==> src/rtl/count_pwm_gen_if.sv <==
// Bus between the PWM generator and its environment: counter sample, duty handshake,
// error clear and the generated waveform/status outputs.
interface count_pwm_gen_if #(
    parameter int unsigned DUTY_W = 4,
    parameter int unsigned PER_W  = 8
) ();
    logic [2:0]        count;
    logic              duty_valid;
    logic [DUTY_W-1:0] duty;
    logic              duty_ready;
    logic              err_clr;
    logic              pwm_out;
    logic              period_start;
    logic              seq_err;
    logic [PER_W-1:0]  periods;

    modport master (
        output count, duty_valid, duty, err_clr,
        input  duty_ready, pwm_out, period_start, seq_err, periods
    );

    modport slave (
        input  count, duty_valid, duty, err_clr,
        output duty_ready, pwm_out, period_start, seq_err, periods
    );
endinterface

==> src/rtl/count_pwm_gen.sv <==
// 8-cycle PWM generator driven by an external 3-bit counter, with glitch-free duty updates,
// a count-sequence checker and a completed-period counter.
module count_pwm_gen #(
    parameter int unsigned DUTY_W = 4,
    parameter int unsigned PER_W  = 8
) (
    input logic              clk,
    input logic              reset,
    count_pwm_gen_if.slave   bus
);
    localparam logic [DUTY_W-1:0] DutyMax = DUTY_W'(8);

    logic [3:0]       active_duty_q, active_duty_d;
    logic [3:0]       shadow_duty_q, shadow_duty_d;
    logic             pending_q, pending_d;
    logic [2:0]       prev_count_q, prev_count_d;
    logic             prev_valid_q, prev_valid_d;
    logic             pwm_q, pwm_d;
    logic             period_start_q, period_start_d;
    logic             seq_err_q, seq_err_d;
    logic [PER_W-1:0] periods_q, periods_d;

    logic       transfer;
    logic       commit;
    logic       seq_bad;
    logic [3:0] duty_clamped;

    always_ff @(posedge clk or posedge reset) begin
        if (reset) begin
            active_duty_q  <= '0;
            shadow_duty_q  <= '0;
            pending_q      <= 1'b0;
            prev_count_q   <= '0;
            prev_valid_q   <= 1'b0;
            pwm_q          <= 1'b0;
            period_start_q <= 1'b0;
            seq_err_q      <= 1'b0;
            periods_q      <= '0;
        end else begin
            active_duty_q  <= active_duty_d;
            shadow_duty_q  <= shadow_duty_d;
            pending_q      <= pending_d;
            prev_count_q   <= prev_count_d;
            prev_valid_q   <= prev_valid_d;
            pwm_q          <= pwm_d;
            period_start_q <= period_start_d;
            seq_err_q      <= seq_err_d;
            periods_q      <= periods_d;
        end
    end

    always_comb begin
        duty_clamped   = (bus.duty > DutyMax) ? 4'd8 : 4'(bus.duty);
        transfer       = bus.duty_valid && !pending_q;
        commit         = (bus.count == 3'd7) && pending_q;
        seq_bad        = prev_valid_q && (bus.count != 3'(prev_count_q + 3'd1));

        active_duty_d  = active_duty_q;
        shadow_duty_d  = shadow_duty_q;
        pending_d      = pending_q;
        seq_err_d      = seq_err_q;
        periods_d      = periods_q;

        // Transfer needs pending low and commit needs it high, so they are exclusive.
        if (transfer) begin
            shadow_duty_d = duty_clamped;
            pending_d     = 1'b1;
        end
        if (commit) begin
            active_duty_d = shadow_duty_q;
            pending_d     = 1'b0;
        end

        pwm_d          = ({1'b0, bus.count} < active_duty_q);
        period_start_d = (bus.count == 3'd0);
        prev_count_d   = bus.count;
        prev_valid_d   = 1'b1;

        // A fresh error outranks a concurrent clear.
        if (seq_bad) begin
            seq_err_d = 1'b1;
        end else if (bus.err_clr) begin
            seq_err_d = 1'b0;
        end

        if ((bus.count == 3'd7) && !seq_bad) begin
            periods_d = periods_q + PER_W'(1);
        end
    end

    assign bus.duty_ready   = ~pending_q;
    assign bus.pwm_out      = pwm_q;
    assign bus.period_start = period_start_q;
    assign bus.seq_err      = seq_err_q;
    assign bus.periods      = periods_q;
endmodule
==> src/flat_wrapper.sv <==
// flat-port wrapper written by rule: the top's interface ports become plain ports
module count_pwm_gen_flat 
#(
    parameter int unsigned DUTY_W = 4,
    parameter int unsigned PER_W  = 8
)
  (clk, reset, bus_count, bus_duty_valid, bus_duty, bus_err_clr, bus_duty_ready, bus_pwm_out, bus_period_start, bus_seq_err, bus_periods);
  count_pwm_gen_if #(.DUTY_W(DUTY_W), .PER_W(PER_W)) bus_i ();
  input logic clk;
  input logic reset;
  input wire logic [$bits(bus_i.count)-1:0] bus_count;
  input wire logic [$bits(bus_i.duty_valid)-1:0] bus_duty_valid;
  input wire logic [$bits(bus_i.duty)-1:0] bus_duty;
  input wire logic [$bits(bus_i.err_clr)-1:0] bus_err_clr;
  output wire logic [$bits(bus_i.duty_ready)-1:0] bus_duty_ready;
  output wire logic [$bits(bus_i.pwm_out)-1:0] bus_pwm_out;
  output wire logic [$bits(bus_i.period_start)-1:0] bus_period_start;
  output wire logic [$bits(bus_i.seq_err)-1:0] bus_seq_err;
  output wire logic [$bits(bus_i.periods)-1:0] bus_periods;
  assign bus_i.count = bus_count;
  assign bus_i.duty_valid = bus_duty_valid;
  assign bus_i.duty = bus_duty;
  assign bus_i.err_clr = bus_err_clr;
  assign bus_duty_ready = bus_i.duty_ready;
  assign bus_pwm_out = bus_i.pwm_out;
  assign bus_period_start = bus_i.period_start;
  assign bus_seq_err = bus_i.seq_err;
  assign bus_periods = bus_i.periods;
  count_pwm_gen #(.DUTY_W(DUTY_W), .PER_W(PER_W)) u_core (.clk(clk), .reset(reset), .bus(bus_i));
endmodule
==> config.mk <==
export PLATFORM = sky130hd
export DESIGN_NAME = count_pwm_gen_flat
export DESIGN_NICKNAME = d
export VERILOG_FILES = /design/src/rtl/count_pwm_gen_if.sv /design/src/rtl/count_pwm_gen.sv /design/src/flat_wrapper.sv
export SDC_FILE = /design/constraint.sdc
export NUM_CORES = 1
export LEC_CHECK = 0
export ABC_AREA = 1
export CAP_MARGIN = 0
export CORE_ASPECT_RATIO = 0.9
export CORE_UTILIZATION = 25
export CTS_BUF_LIST = sky130_fd_sc_hd__clkbuf_4
export DETAILED_ROUTE_END_ITERATION = 12
export SLEW_MARGIN = 20
export SYNTH_ARGS = -nofsm -noshare
export SYNTH_HDL_FRONTEND = slang
export SYNTH_SLANG_ARGS = --single-unit
==> constraint.sdc <==
create_clock -name clk -period 2.3 [get_ports clk]
set_clock_uncertainty 0.1 [all_clocks]
set_input_delay 0.46 -clock clk [delete_from_list [all_inputs] [get_ports clk]]
set_output_delay 0.46 -clock clk [all_outputs]
set_load 0.05 [all_outputs]
==> impl_metrics.xml, run 1 <==
<?xml version="1.0" encoding="UTF-8"?>
<metrics>
  <group name="yosys">
    <metric name="syn_inst" unit="">131</metric>
    <metric name="syn-num-nets" unit="">146</metric>
    <metric name="post_synth_num_cell_types" unit="">21</metric>
    <metric name="ys.warnings.count" unit="">0</metric>
    <metric name="yosys_register_bits" unit="">24</metric>
    <metric name="postSynthAreaPerCell" unit="um2">8.69</metric>
    <metric name="mappedNetlistArea" unit="um2">1140</metric>
    <metric name="synth_sequential_area_ratio" unit="%">52.7</metric>
  </group>
  <group name="critical_path">
    <metric name="critical_path_required" unit="ps">1740</metric>
    <metric name="worst_path_largest_cell_delay" unit="ps">850</metric>
    <metric name="cp_buf_inv_count" unit="">1</metric>
    <metric name="critPathLaunchType" unit="">flip-flop</metric>
    <metric name="r2r_cells" unit="">10</metric>
    <metric name="worst-endpoint-arrival" unit="ps">1660</metric>
    <metric name="slowest_stage" unit="">sky130_fd_sc_hd__clkdlybuf4s50_1</metric>
    <metric name="critical-path-top-delay-family" unit="">buffers and inverters</metric>
    <metric name="criticalPathCategory" unit="">flip-flop to output pin</metric>
    <metric name="worst-path-max-fanout" unit="">7</metric>
    <metric name="timing.reg2reg.setup_slack" unit="ps">580</metric>
    <metric name="capturing_point_of_the_worst_reg2reg_path" unit="">u_core.bus.periods[2]$_DFFE_PP0P_</metric>
    <metric name="reg_to_reg_start" unit="">u_core.prev_count_q[0]$_DFF_PP0_</metric>
    <metric name="cell_chain_critical_path" unit="">clkdlybuf4s50_1</metric>
    <metric name="end_kind" unit="">output pin</metric>
  </group>
  <group name="global_route">
    <metric name="grt_antenna_before_repair" unit="">0</metric>
    <metric name="grt_pass1_vias" unit="">843</metric>
    <metric name="grt_max_degree" unit="">25</metric>
    <metric name="grt-ovfl-total" unit="">0</metric>
    <metric name="global_route.usage.total" unit="%">10.9</metric>
    <metric name="first_pass_grt_wire_length" unit="mm">3.90</metric>
  </group>
  <group name="clocking">
    <metric name="cts-buffers-inserted" unit="">3</metric>
    <metric name="hold_buffers" unit="">0</metric>
    <metric name="clock-sinks" unit="">24</metric>
    <metric name="cts_tree" unit="">yes</metric>
    <metric name="post_cts_resized" unit="">0</metric>
    <metric name="cts_root_buf" unit="">sky130_fd_sc_hd__clkbuf_4</metric>
    <metric name="clock_slew_at_the_register_clock_pins_of_the_worst_setup_and_hold_paths" unit="ps">140</metric>
    <metric name="postCtsSetupBuffers" unit="">0</metric>
    <metric name="clock_path_buffers" unit="">2</metric>
    <metric name="clock_tree.htree_level_count" unit="">1</metric>
    <metric name="clkLatencyLatePin" unit="ps">310</metric>
  </group>
  <group name="cells_and_area">
    <metric name="diodes" unit="">0</metric>
    <metric name="final_nets" unit="">175</metric>
    <metric name="share_of_cells_above_drive_strength_1" unit="%">7.55</metric>
    <metric name="layout_filler_cell_count" unit="">454</metric>
    <metric name="leading_cell_type_in_the_layout_fill_and_taps_excluded" unit="">sky130_fd_sc_hd__nand2_1</metric>
    <metric name="layout.cells.most_common_list" unit="">36 x sky130_fd_sc_hd__nand2_1, 24 x sky130_fd_sc_hd__dfrtp_1, 22 x sky130_fd_sc_hd__inv_1, 22 x sky130_fd_sc_hd__clkdlybuf4s50_1, 12 x sky130_fd_sc_hd__nand3_1</metric>
    <metric name="multi_input_area" unit="um2">437</metric>
    <metric name="register_area" unit="um2">601</metric>
    <metric name="synthToLayoutAreaGrowth" unit="%">28.9</metric>
    <metric name="finalNonFillerCells" unit="">219</metric>
  </group>
  <group name="route">
    <metric name="detail_route.vias_per_cell" unit="">3.95</metric>
    <metric name="drt-wirelength-per-cell" unit="um">10.2</metric>
    <metric name="post_detailed_route_count_of_antenna_violating_nets" unit="">0</metric>
    <metric name="drt_drc_violations_left" unit="">0</metric>
    <metric name="first_pass_iters" unit="">4</metric>
    <metric name="initialDrtViolationCount" unit="">29</metric>
    <metric name="vias" unit="">865</metric>
    <metric name="routed_wl" unit="mm">2.23</metric>
  </group>
  <group name="sta">
    <metric name="relative_slew_slack" unit="%">66.3</metric>
    <metric name="grt_setup_unrepaired" unit="">no</metric>
    <metric name="final-setup-viol-count" unit="">0</metric>
    <metric name="final_hold_viol_count" unit="">0</metric>
    <metric name="final-max-slew-violation-count" unit="">0</metric>
    <metric name="clock.fmax" unit="MHz">450</metric>
    <metric name="fin_setup_tns" unit="ps">0</metric>
    <metric name="finalCriticalPeriod" unit="ps">2220</metric>
    <metric name="tightestPinTransition" unit="ps">504</metric>
    <metric name="final_min_period_over_clock_period" unit="%">96.5</metric>
  </group>
  <group name="outcome">
    <metric name="run_status" unit="">complete, no violations</metric>
  </group>
  <group name="flow_run">
    <metric name="maxCapViolCount" unit="">0</metric>
  </group>
  <group name="placed_design">
    <metric name="post-place-cells" unit="">215</metric>
    <metric name="post-dp-hpwl" unit="mm">1.60</metric>
    <metric name="numPortBuffers" unit="">22</metric>
    <metric name="place_congestion" unit="">0.748</metric>
  </group>
  <group name="die">
    <metric name="initial_cell_density_of_the_core" unit="%">27.0</metric>
    <metric name="floorplan.io_pins" unit="">23</metric>
    <metric name="floorplan.die.height" unit="um">66.0</metric>
    <metric name="fp.coreArea" unit="um2">4210</metric>
    <metric name="die_area" unit="um2">4830</metric>
    <metric name="fp-row-count" unit="">22</metric>
    <metric name="die_w" unit="um">73.1</metric>
  </group>
  <group name="pwr">
    <metric name="power-per-cell-area" unit="nW/um2">856</metric>
    <metric name="power.leakage" unit="nW">0.712</metric>
    <metric name="worst_ir_drop_vdd" unit="mV">0.366</metric>
  </group>
  <group name="min_path">
    <metric name="worst_hold_path_type" unit="">input pin to async pin</metric>
  </group>
</metrics>
## cell usage after synthesis
| library cell | instances | area (um2) |
|---|---|---|
| sky130_fd_sc_hd__xor2_1 | 1 | 8.76 |
| sky130_fd_sc_hd__ha_1 | 4 | 50.1 |
| sky130_fd_sc_hd__nand2_1 | 36 | 135 |
| sky130_fd_sc_hd__xnor2_1 | 1 | 8.76 |
| sky130_fd_sc_hd__inv_2 | 1 | 3.75 |
| sky130_fd_sc_hd__o21ai_0 | 7 | 35.0 |
| sky130_fd_sc_hd__nand4_1 | 2 | 12.5 |
| sky130_fd_sc_hd__nand3_1 | 12 | 60.1 |
| sky130_fd_sc_hd__inv_1 | 22 | 82.6 |
| sky130_fd_sc_hd__nor2_1 | 6 | 22.5 |
| sky130_fd_sc_hd__dfrtp_1 | 24 | 601 |
| sky130_fd_sc_hd__a21boi_0 | 1 | 7.51 |
| sky130_fd_sc_hd__buf_8 | 1 | 15.0 |
| sky130_fd_sc_hd__nand2_4 | 1 | 11.3 |
| sky130_fd_sc_hd__a22o_1 | 3 | 26.3 |
| sky130_fd_sc_hd__conb_1 | 1 | 3.75 |
| sky130_fd_sc_hd__o21a_1 | 1 | 7.51 |
| sky130_fd_sc_hd__nand2_2 | 1 | 6.26 |
| sky130_fd_sc_hd__nand3_2 | 2 | 20.0 |
| sky130_fd_sc_hd__nor2_2 | 1 | 6.26 |
| sky130_fd_sc_hd__nor3_1 | 3 | 15.0 |
## where the power goes
part           switching, mW  internal, mW  total (mW)
registers             0.0715         0.530       0.601
logic                  0.288         0.175       0.463
clock network          0.129        0.0635       0.192
total                  0.488         0.769        1.26
## through the flow
step / utilization, % / setup slack [ps] / hold WS, ps / area, um2 / power, mW
2_1_floorplan: - / 673 / 324 / 1140 / 0.920
3_3_place_gp: 34.2 / 237 / 344 / 1440 / 1.07
3_5_place_dp: 34.2 / 226 / 354 / 1440 / 1.08
4_1_cts: 34.8 / 66.2 / 384 / 1470 / 1.27
5_1_grt: 34.8 / 12.0 / 387 / 1470 / 1.34
6_report: 34.8 / 79.5 / 378 / 1470 / 1.26
## tightest hold or removal path: cells and delay by family
family | cells | cell delay, ps
buffers and inverters | 3 | 750
## logic make-up (layout without fill, tap and decap cells)
family	after synthesis	count (layout)	synth area share, %
adders and majority gates	4	4	4.40
AOI/OAI and AO/OA	12	12	6.70
buffers and inverters	24	52	8.90
and+or+nand+nor	64	64	25.4
other	1	1	0.329
xor gates and xnor gates	2	2	1.54
DFF	24	24	52.7
## routing by layer
layer  GRT usage [%]  up-vias  wire, um
met3            4.57        2       116
met2            16.4       21       884
met4            2.94        0        18
met5               0        -         0
li1                -      467         -
met1            14.1      375      1210
## flip-flops by register name (all words and copies together), names as in the netlist
register                 count
u_core.pending_q             1
u_core.prev_valid_q          1
u_core.bus.seq_err           1
u_core.active_duty_q         4
u_core.prev_count_q          3
u_core.bus.period_start      1
u_core.bus.pwm_out           1
u_core.bus.periods           8
u_core.shadow_duty_q         4
## cell type report
cell class,count,area share (%)
sequential,24,40.9
inverter,23,5.88
timing repair buffer,25,16.5
clock buffer,3,1.53
clock inverter,1,0.256
multi-input combinational,83,29.8
tap,60,5.12
## how the worst max path moves through the flow
stage                                      startpoint                           endpoint  slack, ps  cells after the start
floorplan           u_core.bus.periods[0]$_DFFE_PP0P_  u_core.bus.periods[6]$_DFFE_PP0P_        670                      6
CTS                 u_core.bus.periods[4]$_DFFE_PP0P_                     bus_periods[4]         70                      1
finish              u_core.bus.periods[4]$_DFFE_PP0P_                     bus_periods[4]         80                      1
global route        u_core.bus.periods[3]$_DFFE_PP0P_                     bus_periods[3]         10                      1
global placement                         bus_count[1]  u_core.bus.periods[0]$_DFFE_PP0P_        240                     10
detailed placement                       bus_count[1]  u_core.bus.periods[2]$_DFFE_PP0P_        230                     10
(Power assumes the default switching activity.)
==> run 2, diff against run 1 <==
Settings changed: SLEW_MARGIN 20 to default.
==> results of run 2 <==
Final layout, timing and power as in run 1 (identical DEF).
==> RTL edit 1, RTL diff (flow settings as in run 1) <==
`DUTY_W` is set to 4 in 3 places; all go to 3.
--- a/src/rtl/count_pwm_gen_if.sv
+++ b/src/rtl/count_pwm_gen_if.sv
@@ -1,7 +1,7 @@
 // Bus between the PWM generator and its environment: counter sample, duty handshake,
 // error clear and the generated waveform/status outputs.
 interface count_pwm_gen_if #(
-    parameter int unsigned DUTY_W = 4,
+    parameter int unsigned DUTY_W = 3,
     parameter int unsigned PER_W  = 8
 ) ();
     logic [2:0]        count;
--- a/src/rtl/count_pwm_gen.sv
+++ b/src/rtl/count_pwm_gen.sv
@@ -1,7 +1,7 @@
 // 8-cycle PWM generator driven by an external 3-bit counter, with glitch-free duty updates,
 // a count-sequence checker and a completed-period counter.
 module count_pwm_gen #(
-    parameter int unsigned DUTY_W = 4,
+    parameter int unsigned DUTY_W = 3,
     parameter int unsigned PER_W  = 8
 ) (
     input logic              clk,
--- a/src/flat_wrapper.sv
+++ b/src/flat_wrapper.sv
@@ -1,7 +1,7 @@
 // flat-port wrapper written by rule: the top's interface ports become plain ports
 module count_pwm_gen_flat 
 #(
-    parameter int unsigned DUTY_W = 4,
+    parameter int unsigned DUTY_W = 3,
     parameter int unsigned PER_W  = 8
 )
   (clk, reset, bus_count, bus_duty_valid, bus_duty, bus_err_clr, bus_duty_ready, bus_pwm_out, bus_period_start, bus_seq_err, bus_periods);
Ports: changed (resized bus_duty); port bits go from 23 to 22. The function was not compared with the original's and may differ.
==> RTL edit 1 against run 1 <==
  * Combinational power is 11% lower
  * Die area is 0.43% higher
  * Power is 0.46% higher
  * Hold slack worse by 0.0058 ns
  * Final cell count is 0.46% lower
  * Worst setup slack better by 0.013 ns
  * Critical path depth stayed put
  * Sequential share of layout area is 0.58 points lower
  * Routed wire length is 7.5% lower
  * Area after synthesis is 0.44% higher
  * Synthesized cell count is 0.76% higher
  * Sequential cell count stayed put
  * Cell area is 1.4% higher
  * Largest power group unchanged
==> RTL edit 1: results (changes against run 1) <==
[logic_synthesis]
yosys-top-cells-count=nand2_1 (40), dfrtp_1 (24), inv_1 (19), nand3_1 (11), nor2_1 (7)
synthFlopType=dfrtp_1
yosysUniqueCellTypes=22  ; +4.8%
synthTopCellsByArea=dfrtp_1 (53%), nand2_1 (13%), inv_1 (6.2%), nand3_1 (4.8%), ha_1 (4.4%)
synth_fp_nets=146  ; unchanged
seq_area_frac_synth_pct=52.5  ; -0.23 points
synth_edf_count=0  ; unchanged
async_flop_share_pct=100  ; unchanged
ys_warn_count=0  ; unchanged

[layout]
largest_reg_flops=8  ; unchanged
diodes=0  ; unchanged
nNetsFinal=173  ; -1.1%
fillers=457  ; +0.66%
drive_above_1_share_pct=8.23  ; +0.68 points

[power_and_ir_drop]
irDropWorstVdd_uv=264  ; -28%
p_leak_uw=0.000737  ; +3.5%

[placement]
place.detailed.hpwl_mm=1.54  ; -3.7%
pre_cts_ws_ns=0.304  ; +0.0779 ns
dpl_cell_area_sq_um=1440  ; -0.35%
place.gp.congestion=0.774  ; +3.5%
portBuffers=21  ; -4.5%

[sta]
relSlewSlack_pct=66.5  ; +0.21 points

[clock_network]
clkTransAtPathRegs_ns=0.13
post-cts-setup-buffers=0  ; unchanged
ctsRootBufferMaster=clkbuf_4
clockBufferDepth=2  ; unchanged
clock_latency_ns=0.31  ; about the same
cts.repair.resized=0  ; unchanged
cts_buffers=3  ; unchanged
htree_levels=1  ; unchanged

[setup_path]
worstPathMaxFanout=6  ; -1
reg2reg_slack_ns=0.71  ; +0.13 ns
ff2ff_path_depth=10  ; unchanged
slowest_stage=clkdlybuf4s50_1
reg2reg_from=u_core.prev_count_q[0]
cpLargestDelayFamily=buffers and inverters
arrival_ns=1.65
r2r-end=u_core.bus.periods[7]
cp_slowest_stage_delay_ns=0.85  ; about the same

[global_route]
grt_pass1_vias=882  ; +4.6%
grt_max_degree=25  ; unchanged
antenna_found_initial=0  ; unchanged
grt_pass1_wl_mm=3.82  ; -2.1%
grtUsageTotal_pct=10.3  ; -0.54 points

[detailed_routing]
dr_total_vias=873  ; +0.92%
dr.pass1.iters=4  ; unchanged
drt-initial-drc-count=65  ; +120%
wl_per_cell_microns=9.46  ; -7.1%

[min_path]
min_path_type=in2async

[status]
status=complete, no violations

RTL edit 1: cell families (layout without fill, tap and decap cells):
| kind of cell | after synthesis | count (layout) | share of synthesized area, % |
|---|---|---|---|
| simple gates | 65 | 65 | 25.5 |
| compound gates | 11 | 11 | 5.91 |
| buf+inv | 22 | 48 | 7.55 |
| fa+ha+maj | 4 | 4 | 4.38 |
| other cells | 1 | 1 | 0.328 |
| flops | 24 | 24 | 52.5 |
| xor+xnor | 5 | 5 | 3.83 |
RTL edit 1: layout make-up:
type / count / area [sq um] / area share, %
clock buffers: 3 / 22.5 / 1.51
well taps: 60 / 75.1 / 5.04
inverters: 21 / 78.8 / 5.29
clock inverters: 1 / 30.0 / 2.02
flip-flops and latches: 24 / 601 / 40.3
multi-input cells: 86 / 457 / 30.7
repair buffers: 23 / 225 / 15.1
RTL edit 1: worst max path at each step:
stage                           from               endpoint  slack [ns]  cells after the start
2_1_floorplan  u_core.bus.periods[0]  u_core.bus.periods[4]        0.75                      5
3_3_place_gp            bus_count[1]  u_core.bus.periods[5]        0.33                     10
3_5_place_dp            bus_count[1]  u_core.bus.periods[7]        0.30                      7
4_1_cts        u_core.bus.periods[2]         bus_periods[2]        0.06                      1
5_1_grt        u_core.bus.periods[2]         bus_periods[2]        0.01                      1
6_report       u_core.bus.periods[2]         bus_periods[2]        0.09                      1
RTL edit 1: per-stage QoR:
step                std cells  util [%]  hold slack [ns]
finish                    218      35.1            0.372
global route              218      35.1            0.389
CTS                       218      35.1            0.377
detailed placement        214      33.9            0.370
global placement          214      33.9            0.355
floorplan                 132         -            0.344
RTL edit 1: routing by layer:
layer  share of wire [%]  wire, microns  vias to the layer above  GRT usage, %
met3                 3.9             81                        0          3.66
met5                   0              0                        -             0
li1                    -              -                      463             -
met4                   0              0                        0          2.88
met1                  50           1040                      390          13.2
met2                  46            939                       20          16.4
RTL edit 1: power breakdown:
group	total, uW	internal, uW	switching [uW]
registers	550	492	57.6
logic	413	149	264
clock network	300	176	124
==> RTL edit 2, RTL diff (flow settings as in run 1) <==
Without the edit above. Make the reset (`reset`) synchronous in one clocked block.
--- a/src/rtl/count_pwm_gen.sv
+++ b/src/rtl/count_pwm_gen.sv
@@ -25,7 +25,7 @@
     logic       seq_bad;
     logic [3:0] duty_clamped;
 
-    always_ff @(posedge clk or posedge reset) begin
+    always_ff @(posedge clk) begin
         if (reset) begin
             active_duty_q  <= '0;
             shadow_duty_q  <= '0;
Formal check against the unedited RTL: differs if reset is asserted again (counterexample within 4 cycles, from zero or initial values and one cycle with reset high); with reset held inactive, the same outputs for 10 cycles.
==> RTL edit 2 against run 1 <==
  * The run now ends with design-rule violations left
  * Die area is 6.7% lower
  * Count of clock-buffer cells in the layout unchanged
  * Worst setup slack better by 0.080 ns
  * Sequential cell count unchanged
  * Routed wire length decreased by 9.4%
  * Cell area shrank 7.8%
  * Non-clock buffer count decreased by 1
  * Area after synthesis decreased by 6.9%
  * Sequential share of layout area decreased by 5.4 points
  * Largest cell class unchanged
Power is not compared: it rests on default switching activity, and its combinational part moved more than twofold at a synthesized area within 25%.
==> RTL edit 2: results (changes against run 1) <==
[status]
violations=design-rule violations
status=complete, but fails checks

[detailed_routing]
dr.pass1.iters=8  ; +4
dr_total_vias=920  ; +6.4%
wl_per_cell_microns=9.14  ; -10%
route.detailed.drc=3  ; +3
drt_wl_total_mm=2.02  ; -9.4%

[global_route]
grtUsageTotal_pct=9.68  ; -1.2 points
grt_max_degree=14  ; -44%
grt_pass1_vias=828  ; -1.8%

[setup_path]
ff2ff_path_depth=11  ; +1
reg2reg_from=u_core.prev_count_q[0]
worstPathMaxFanout=5  ; -2
r2r-end=u_core.bus.periods[4]
arrival_ns=1.58  ; -0.08 ns

[sta]
fin_hold_ws_ns=0.371  ; -0.00671 ns

[logic_synthesis]
synthFlopType=dfxtp_1
synth_xor_area_share_pct=0.826  ; -0.71 points
yosysUniqueCellTypes=19  ; -9.5%
yosys-top-cells-count=nand2_1 (35), nor2_1 (28), dfxtp_1 (24), inv_1 (17), a21oi_1 (12)
synth-compound-area-share_pct=8.97  ; +2.3 points
synthAdderAreaFrac_pct=4.72  ; +0.33 points
async_flop_share_pct=0  ; -100 points
synthCells=148  ; +13%

[layout]
clkCellAreaFrac_pct=1.94  ; +0.15 points
multi_input_area_sq_um=479  ; +9.7%
num-nonclk-inverters=19  ; -17%
nNetsFinal=189  ; +8.0%
seq_share_pct=35.5  ; -5.4 points
seq_cells=24  ; unchanged

[placement]
place.detailed.hpwl_mm=1.51  ; -5.7%
dpl_cell_area_sq_um=1330  ; -8.0%

==> RTL edit 2: cell families after synthesis <==
kind of cell	after synthesis
AO/OA/AOI/OAI	18
XOR/XNOR	1
adder cells (fa/ha/maj)	4
buffers and inverters	22
flip-flops	24
AND/OR/NAND/NOR	79
==> RTL edit 2: power by group <==
part	switching [uW]	internal, uW
Sequential	8.36	432
Combinational	72.1	48.2
Clock	125	63.3
==> RTL edit 2: through the flow <==
step | setup WS (ns) | total power, uW
global route | 0.0749 | 796
detailed placement | 0.219 | 571
floorplan | 0.686 | 529
CTS | 0.141 | 761
global placement | 0.215 | 571
finish | 0.160 | 749
==> RTL edit 2: per-layer routing <==
layer	up-vias	share of wire [%]	track usage, %	wire length, microns
li1	515	-	-	-
met1	392	53	13.5	1080
met2	13	44	15.3	880
met3	0	3.0	1.26	61
met4	0	0	3.75	0
met5	-	0	0	0
